--- src/rtl/lights_pkg.sv ---
`default_nettype none
// ============================================================================
//  Module      : lights_pkg
//  Description : Shared state encoding for the lighting occupancy controller.
//  Revision    : 1.0 - initial release
// ============================================================================
package lights_pkg;

    typedef enum logic [1:0] {
        IDLE   = 2'd0,
        ON     = 2'd1,
        HOLD   = 2'd2,
        FORCED = 2'd3
    } lights_state_t;

endpackage : lights_pkg
`default_nettype wire

--- src/rtl/lights_dark_filter.sv ---
`default_nettype none
// ============================================================================
//  Module      : lights_dark_filter
//  Description : Debounces the raw dark sensor; flips only after a run of
//                consecutive samples disagreeing with the filtered value.
//  Revision    : 1.0 - initial release
// ============================================================================
module lights_dark_filter #(
    parameter int DARK_FILT_CYCLES = 3
) (
    input  logic clk,
    input  logic reset,
    input  logic dark,
    output logic dark_filt
);
    import lights_pkg::*;

    localparam int CW = $clog2(DARK_FILT_CYCLES + 1);

    logic          r_filt;
    logic [CW-1:0] r_count;
    logic          w_filt_nxt;
    logic [CW-1:0] w_count_nxt;

    always_comb begin
        w_filt_nxt  = r_filt;
        w_count_nxt = '0;
        if (dark != r_filt) begin
            // The sample completing the run flips the output and restarts the count
            if (r_count == CW'(DARK_FILT_CYCLES - 1)) begin
                w_filt_nxt  = dark;
                w_count_nxt = '0;
            end else begin
                w_count_nxt = r_count + CW'(1);
            end
        end
    end

    always_ff @(posedge clk) begin
        if (reset) begin
            r_filt  <= 1'b0;
            r_count <= '0;
        end else begin
            r_filt  <= w_filt_nxt;
            r_count <= w_count_nxt;
        end
    end

    assign dark_filt = r_filt;

endmodule : lights_dark_filter
`default_nettype wire

--- src/rtl/lights_occupancy_ctrl.sv ---
`default_nettype none
// ============================================================================
//  Module      : lights_occupancy_ctrl
//  Description : Room lighting controller: debounced dark sensing, motion hold
//                timer and manual override, with Moore lamp output.
//  Revision    : 1.0 - initial release
// ============================================================================
module lights_occupancy_ctrl #(
    parameter int HOLD_CYCLES      = 4,
    parameter int DARK_FILT_CYCLES = 3,
    parameter int TW               = $clog2(HOLD_CYCLES + 1)
) (
    input  logic          clk,
    input  logic          reset,
    input  logic          dark,
    input  logic          movement,
    input  logic          force_on,
    output logic          turn_on_lights,
    output logic [1:0]    state,
    output logic [TW-1:0] timer
);
    import lights_pkg::*;

    localparam logic [TW-1:0] C_HOLD_LOAD = TW'(HOLD_CYCLES);

    logic          w_dark_filt;
    lights_state_t r_state;
    lights_state_t w_state_nxt;
    logic [TW-1:0] r_timer;
    logic [TW-1:0] w_timer_nxt;

    lights_dark_filter #(
        .DARK_FILT_CYCLES (DARK_FILT_CYCLES)
    ) u_dark_filter (
        .clk       (clk),
        .reset     (reset),
        .dark      (dark),
        .dark_filt (w_dark_filt)
    );

    always_ff @(posedge clk) begin
        if (reset) begin
            r_state <= IDLE;
            r_timer <= '0;
        end else begin
            r_state <= w_state_nxt;
            r_timer <= w_timer_nxt;
        end
    end

    always_comb begin
        w_state_nxt = r_state;
        w_timer_nxt = r_timer;
        if (force_on) begin
            w_state_nxt = FORCED;
            w_timer_nxt = '0;
        end else begin
            unique case (r_state)
                FORCED: begin
                    if (w_dark_filt) begin
                        w_state_nxt = HOLD;
                        w_timer_nxt = C_HOLD_LOAD;
                    end else begin
                        w_state_nxt = IDLE;
                        w_timer_nxt = '0;
                    end
                end
                IDLE: begin
                    w_timer_nxt = '0;
                    if (w_dark_filt && movement) begin
                        w_state_nxt = ON;
                    end
                end
                ON: begin
                    if (!w_dark_filt) begin
                        w_state_nxt = IDLE;
                        w_timer_nxt = '0;
                    end else if (!movement) begin
                        w_state_nxt = HOLD;
                        w_timer_nxt = C_HOLD_LOAD;
                    end
                end
                HOLD: begin
                    // Daylight outranks movement, which outranks expiry
                    if (!w_dark_filt || (!movement && r_timer == TW'(1))) begin
                        w_state_nxt = IDLE;
                        w_timer_nxt = '0;
                    end else if (movement) begin
                        w_state_nxt = ON;
                        w_timer_nxt = '0;
                    end else begin
                        w_timer_nxt = r_timer - TW'(1);
                    end
                end
                default: begin
                    w_state_nxt = IDLE;
                    w_timer_nxt = '0;
                end
            endcase
        end
    end

    assign state          = r_state;
    assign timer          = r_timer;
    assign turn_on_lights = (r_state != IDLE);

endmodule : lights_occupancy_ctrl
`default_nettype wire

--- config.mk ---
export PLATFORM = sky130hd
export DESIGN_NAME = lights_occupancy_ctrl
export DESIGN_NICKNAME = d
export VERILOG_FILES = /design/src/rtl/lights_pkg.sv /design/src/rtl/lights_dark_filter.sv /design/src/rtl/lights_occupancy_ctrl.sv
export SDC_FILE = /design/constraint.sdc
export NUM_CORES = 1
export LEC_CHECK = 0
export CAP_MARGIN = 20
export CORE_AREA = 5 5 44 46
export DETAILED_ROUTE_END_ITERATION = 7
export DIE_AREA = 0 0 49 51
export SYNTH_ARGS = -nofsm -noshare
export SYNTH_HDL_FRONTEND = slang
export SYNTH_SLANG_ARGS = --single-unit
--- constraint.sdc ---
create_clock -name clk -period 1.7 [get_ports clk]
set_clock_uncertainty 0.2 [all_clocks]
set_input_delay 0.425 -clock clk [delete_from_list [all_inputs] [get_ports clk]]
set_output_delay 0.425 -clock clk [all_outputs]
set_load 0.01 [all_outputs]
==> results of run 1 <==
report_power, final:
group	internal, uW	switching [uW]	total, uW
logic	26.5	21.4	48.0
registers	194	5.42	200
clock network	81.0	66.9	148
total	302	93.8	396
placed cells by master (no fill, tap or decap), types with 2 or more instances in the layout:
master           Yosys  final
ha_1                 3      3
clkdlybuf4s50_1      0      4
nand3_1              2      2
nor2_1               4      4
dfxtp_1              8      7
buf_4                0      4
dlygate4sd2_1        0      5
inv_1                2      2
a31oi_1              2      2
nand2_1              3      3
a21oi_1              2      2
clkbuf_4             0      3
routing by layer:
| metal | part of all wire, % | routed length [um] |
|---|---|---|
| met1 | 41 | 386 |
| met2 | 47 | 445 |
| met3 | 7.6 | 71 |
| met4 | 3.8 | 36 |
| met5 | 0 | 0 |
state kept, by name, indices dropped and copies added, names as in the netlist:
| register | cells |
|---|---|
| timer | 3 |
| state | 2 |
| u_dark_filter.r_count | 2 |
| u_dark_filter.dark_filt | 1 |
Yosys cell counts, types with 2 or more instances:
master | instances | area, um2
nor2_1 | 4 | 15.0
ha_1 | 3 | 37.5
a21oi_1 | 2 | 10.0
nand2_1 | 3 | 11.3
a31oi_1 | 2 | 12.5
dfxtp_1 | 8 | 160
nand3_1 | 2 | 10.0
inv_1 | 2 | 7.51
repair_timing:
action | in CTS | in global routing
setup endpoints to repair | 6 | 1
cloned | 0 | 0
endpoints found under the hold margin | 0 | 0
resized for setup | 8 | 1
worst max-delay path, delay by kind of cell:
family | cells | cell delay (ns)
buf+inv | 1 | 0.47
simple gates | 2 | 0.48
compound gates | 1 | 0.22
final timing paths:
| path | to | from |
|---|---|---|
| max | timer[0] | movement |
| min | u_dark_filter.r_count[0] | u_dark_filter.r_count[0] |
| max reg2reg | timer[0] | state[0] |
| min reg2reg | u_dark_filter.r_count[0] | u_dark_filter.r_count[0] |
cell type report:
cell class	count	area (um2)	share of cell area, %
multi-input cells	31	224	40.1
flip-flops and latches	8	161	28.9
repair buffers	14	119	21.3
clock buffers	3	22.5	4.04
well taps	16	20.0	3.59
inverters	3	11.3	2.02
logic make-up after synthesis:
family	share of synthesized area, %
buffers and inverters	6.40
flip-flops	39.0
AO/OA/AOI/OAI	14.9
AND/OR/NAND/NOR	25.9
adder cells (fa/ha/maj)	9.15
XOR/XNOR	2.13
multiplexers	2.44
stage by stage:
step	worst slack (ns)	hold slack [ns]	util [%]
finish	0.0828	0.210	37.9
global route	0.0571	0.241	37.9
CTS	0.0299	0.209	38.3
detailed placement	-0.156	0.201	37.1
global placement	-0.112	0.202	37.1
floorplan	0.376	0.191	-
==> impl_metrics.csv, run 1 <==
group,metric,value,unit
power_and_ir_drop,vdd_drop_max,0.272,mV
logic_synthesis,synth_edf_count,0,
route,ant_nets,0,
grt,overflow,0,
place,io_buffers,10,
route,dr.pass1.iters,5,
setup_path,reg2regPathDepth,4,
clock_network,root_buffer,"clkbuf_4",
floorplan,die_x,49,um
clock_network,clkTransAtPathRegs,0.06,ns
grt,met1_usage,8.10,%
setup_path,crit_fanout,4,
clock_network,cts_tree,"yes",
timing,setup_violations,0,
timing,hold_viol,0,
logic_synthesis,synth_area_per_cell,9.33,um2
clock_network,cts_hold_buf,0,
job,maxCapViolations,0,
final_layout,fin_nets,69,
setup_path,cp-end-kind,"flip-flop",
route,drt-vias-per-instance,5.15,
setup_path,critical_path_class,"input port to flip-flop",
timing,maxSlewHeadroom,80.0,%
grt,grt_max_degree,9,
timing,fin_crit_sh,95.1,%
timing,period_minus_slack,1.62,ns
clock_network,cts.path.max_buffers,2,
final_layout,final_cells,75,
clock_network,h-tree-depth,1,
place,place_inst,72,
route,drc,0,
logic_synthesis,async_flop_share,0,%
power_and_ir_drop,leakagePower,0.000225,uW
route,wl_per_cell,12.5,um
floorplan,rows,14,
hold_path,hold_path_class,"flip-flop to flip-flop",
grt,grt_use_total,8.34,%
setup_path,cp_cell_sequence,"clkdlybuf4s50_1 > and4bb_4 > nand3_1 > a211oi_2",
hold_path,worstHoldPathCells,1,
final_layout,areaGrowthSynthToFinish,36.0,%
logic_synthesis,synthCells,44,
floorplan,ios,11,
place,place_area,546,um2
floorplan,start_util,27.9,%
grt,grt_pass1_vias,375,
power_and_ir_drop,total_power,396,uW
route,drt_iter0_markers,7,
run_status,outcome,"finished clean",
setup_path,cp_slowest_cell,"clkdlybuf4s50_1",
logic_synthesis,syn-num-nets,52,
clock_network,cts.sinks,8,
grt,grt-busiest-layer,"met2",
route,num_vias,386,
final_layout,drive_above_1_share,23.7,%
final_layout,fin_area,558,um2
logic_synthesis,ys_types,26,
floorplan,die_h,51,um
grt,antenna_found_initial,0,
power_and_ir_drop,power_density,709,mW/mm2
logic_synthesis,synth-seq-cells,8,
timing,fmax,618,MHz
floorplan,die-area,0.00250,mm2
setup_path,regToRegSetupSlack,0.30,ns
final_layout,nFillCells,163,
timing,maxSlewViolCount,0,
clock_network,clock_insertion_delay_worst_skew,0.25,ns
timing,worst_slew_pin_slew,0.299,ns
place,dp_hpwl,704,um
clock_network,cts_setup_buffers,0,
timing,rsz0062_at_grt,"no",
route,routed_wl,940,um
timing,fin_tns_setup,0,ns
logic_synthesis,synth_ff_type,"dfxtp_1",
grt,use_met3,2.62,%
setup_path,cpPeakStageDelay,0.47,ns
setup_path,worstPathRequired,1.68,ns
setup_path,worstPathArrival,1.59,ns
logic_synthesis,yosysSeqAreaShare,39.0,%
grt,grt_first_pass_wirelength,1.56,mm
logic_synthesis,ys_warn_count,0,
place,routabilityCongestion,0.805,
final_layout,diodes,0,
setup_path,start_kind,"input port",
grt,use_met2,13.3,%
clock_network,cts_made_buffers,3,
logic_synthesis,synth_area,410,um2
floorplan,core,0.00147,mm2
Power figures use the tool's default switching activity.
==> inputs of run 2 (changes only) <==
- CORE_AREA: 5 5 44 46 -> 8 8 47 49
- DIE_AREA: 0 0 49 51 -> 0 0 55 57
==> run 2 against run 1 <==
Effect of this change: total power down 2.1%; wire length is 8.6% lower; combinational power grew 8.1%; sequential power about the same; via count fell by 7.0%; critical endpoint is now turn_on_lights.
==> impl_metrics.csv, run 2 (synthesis results as in run 1) <==
group,metric,value,unit
run_status,outcome,"finished clean",
place,place_inst,74,
route,drc,0,
setup_path,cp_cell_sequence,"or2_1 > clkdlybuf4s15_1",
clock_network,clock_insertion_delay_worst_skew,0.24,ns
job,maxCapViolations,0,
place,place_area,554,um2
route,routed_wl,859,um
setup_path,crit_fanout,3,
grt,grt_pass1_vias,391,
floorplan,start_util,26.0,%
floorplan,die_h,57,um
setup_path,worstPathArrival,1.00,ns
clock_network,clkTransAtPathRegs,0.05,ns
final_layout,nFillCells,183,
final_layout,fin_area,571,um2
final_layout,diodes,0,
grt,overflow,0,
timing,setup_violations,0,
route,ant_nets,0,
hold_path,hold_path_class,"flip-flop to flip-flop",
setup_path,cp_slowest_cell,"dfxtp_1",
final_layout,layout_commonest_cell,"dfxtp_1",
setup_path,cp-end-kind,"primary output",
clock_network,cts_resized,6,
clock_network,cts.path.max_buffers,2,
clock_network,cts_tree,"yes",
setup_path,worstPathRequired,1.07,ns
floorplan,rows,15,
setup_path,start_kind,"flip-flop",
timing,maxSlewViolCount,0,
grt,grt_first_pass_wirelength,1.52,mm
route,drt-vias-per-instance,4.66,
route,num_vias,359,
grt,antenna_found_initial,0,
clock_network,cts_hold_buf,0,
final_layout,final_cell_mix,"dfxtp_1, dlygate4sd2_1, buf_4",
final_layout,drive_above_1_share,21.7,%
timing,worst_slew_pin_slew,0.293,ns
floorplan,die_x,55,um
power_and_ir_drop,power_density,679,mW/mm2
clock_network,root_buffer,"clkbuf_4",
place,routabilityCongestion,0.710,
power_and_ir_drop,vdd_drop_max,0.321,mV
power_and_ir_drop,leakagePower,0.000230,uW
setup_path,critical_path_class,"flip-flop to primary output",
route,drt_iter0_markers,12,
route,dr.pass1.iters,4,
timing,maxSlewHeadroom,80.2,%
floorplan,ios,11,
place,io_buffers,10,
timing,rsz0062_at_grt,"no",
setup_path,cpPeakStageDelay,0.31,ns
clock_network,cts_setup_buffers,0,
clock_network,cts_made_buffers,3,
clock_network,h-tree-depth,1,
final_layout,fin_nets,70,
floorplan,die-area,0.00314,mm2
grt,grt_use_total,6.47,%
grt,grt_max_degree,9,
timing,fmax,616,MHz
final_layout,final_cells,77,
timing,fin_crit_sh,95.4,%
route,wl_per_cell,11.2,um
timing,hold_viol,0,
clock_network,cts.sinks,8,
final_layout,largest_reg_flops,3,
timing,period_minus_slack,1.62,ns
power_and_ir_drop,total_power,387,uW
final_layout,areaGrowthSynthToFinish,39.0,%
floorplan,core,0.00158,mm2
==> run 2: cell count changes in the layout (fill, tap and decap cells not counted) <==
cell and delta:
buf_4 +1, clkbuf_2 -1, clkdlybuf4s15_1 +1, dfxtp_1 +1, dfxtp_2 -1
==> run 2: cell type report <==
type / instances / area, um2 / share of cell area, %
Multi-Input combinational cell: 31 / 224 / 39.3
Sequential cell: 8 / 160 / 28.1
Timing Repair Buffer: 15 / 131 / 23.0
Clock buffer: 3 / 22.5 / 3.95
Tap cell: 17 / 21.3 / 3.73
Inverter: 3 / 11.3 / 1.97
==> run 2: path summary, 6_finish.rpt <==
check,from,end,slack [ns],depth (start not counted)
worst max-delay path,state[1],turn_on_lights,0.08,2
worst min-delay path,u_dark_filter.r_count[0],u_dark_filter.r_count[0],0.21,1
worst max register to register,state[0],timer[2],0.32,4
worst min register to register,u_dark_filter.r_count[0],u_dark_filter.r_count[0],0.21,1
==> run 2: power breakdown <==
part | switching [uW] | internal [uW]
Combinational | 21.7 | 30.2
Sequential | 4.33 | 194
Clock | 56.6 | 80.2
Total | 82.7 | 305
==> run 2: through the flow <==
stage	util, %	worst slack (ns)	hold slack (ns)	TNS (ns)
6_report	36.2	0.0777	0.206	0
2_1_floorplan	-	0.376	0.191	0
3_5_place_dp	35.2	-0.145	0.202	-0.257
3_3_place_gp	35.2	-0.0811	0.200	-0.152
5_1_grt	36.2	0.0232	0.216	0
4_1_cts	36.1	0.00843	0.210	0
==> run 2: critical path: cells and delay by family (launching register included) <==
kind | cells | cell delay, ns
and+or+nand+nor | 1 | 0.21
buffers and inverters | 1 | 0.23
DFF | 1 | 0.31
==> run 2: routing by layer <==
| metal | vias to the layer above | wire length (um) | track usage [%] |
|---|---|---|---|
| li1 | 189 | - | - |
| met1 | 165 | 348 | 6.90 |
| met2 | 5 | 461 | 10.0 |
| met3 | 0 | 48 | 1.82 |
| met4 | 0 | 0 | 5.15 |
| met5 | - | 0 | 0 |
==> inputs of run 3 (changes only) <==
- GPL_ROUTABILITY_DRIVEN: not set -> 0
==> results of run 3 <==
No change in the layout: final DEF, timing and power equal those of run 2.
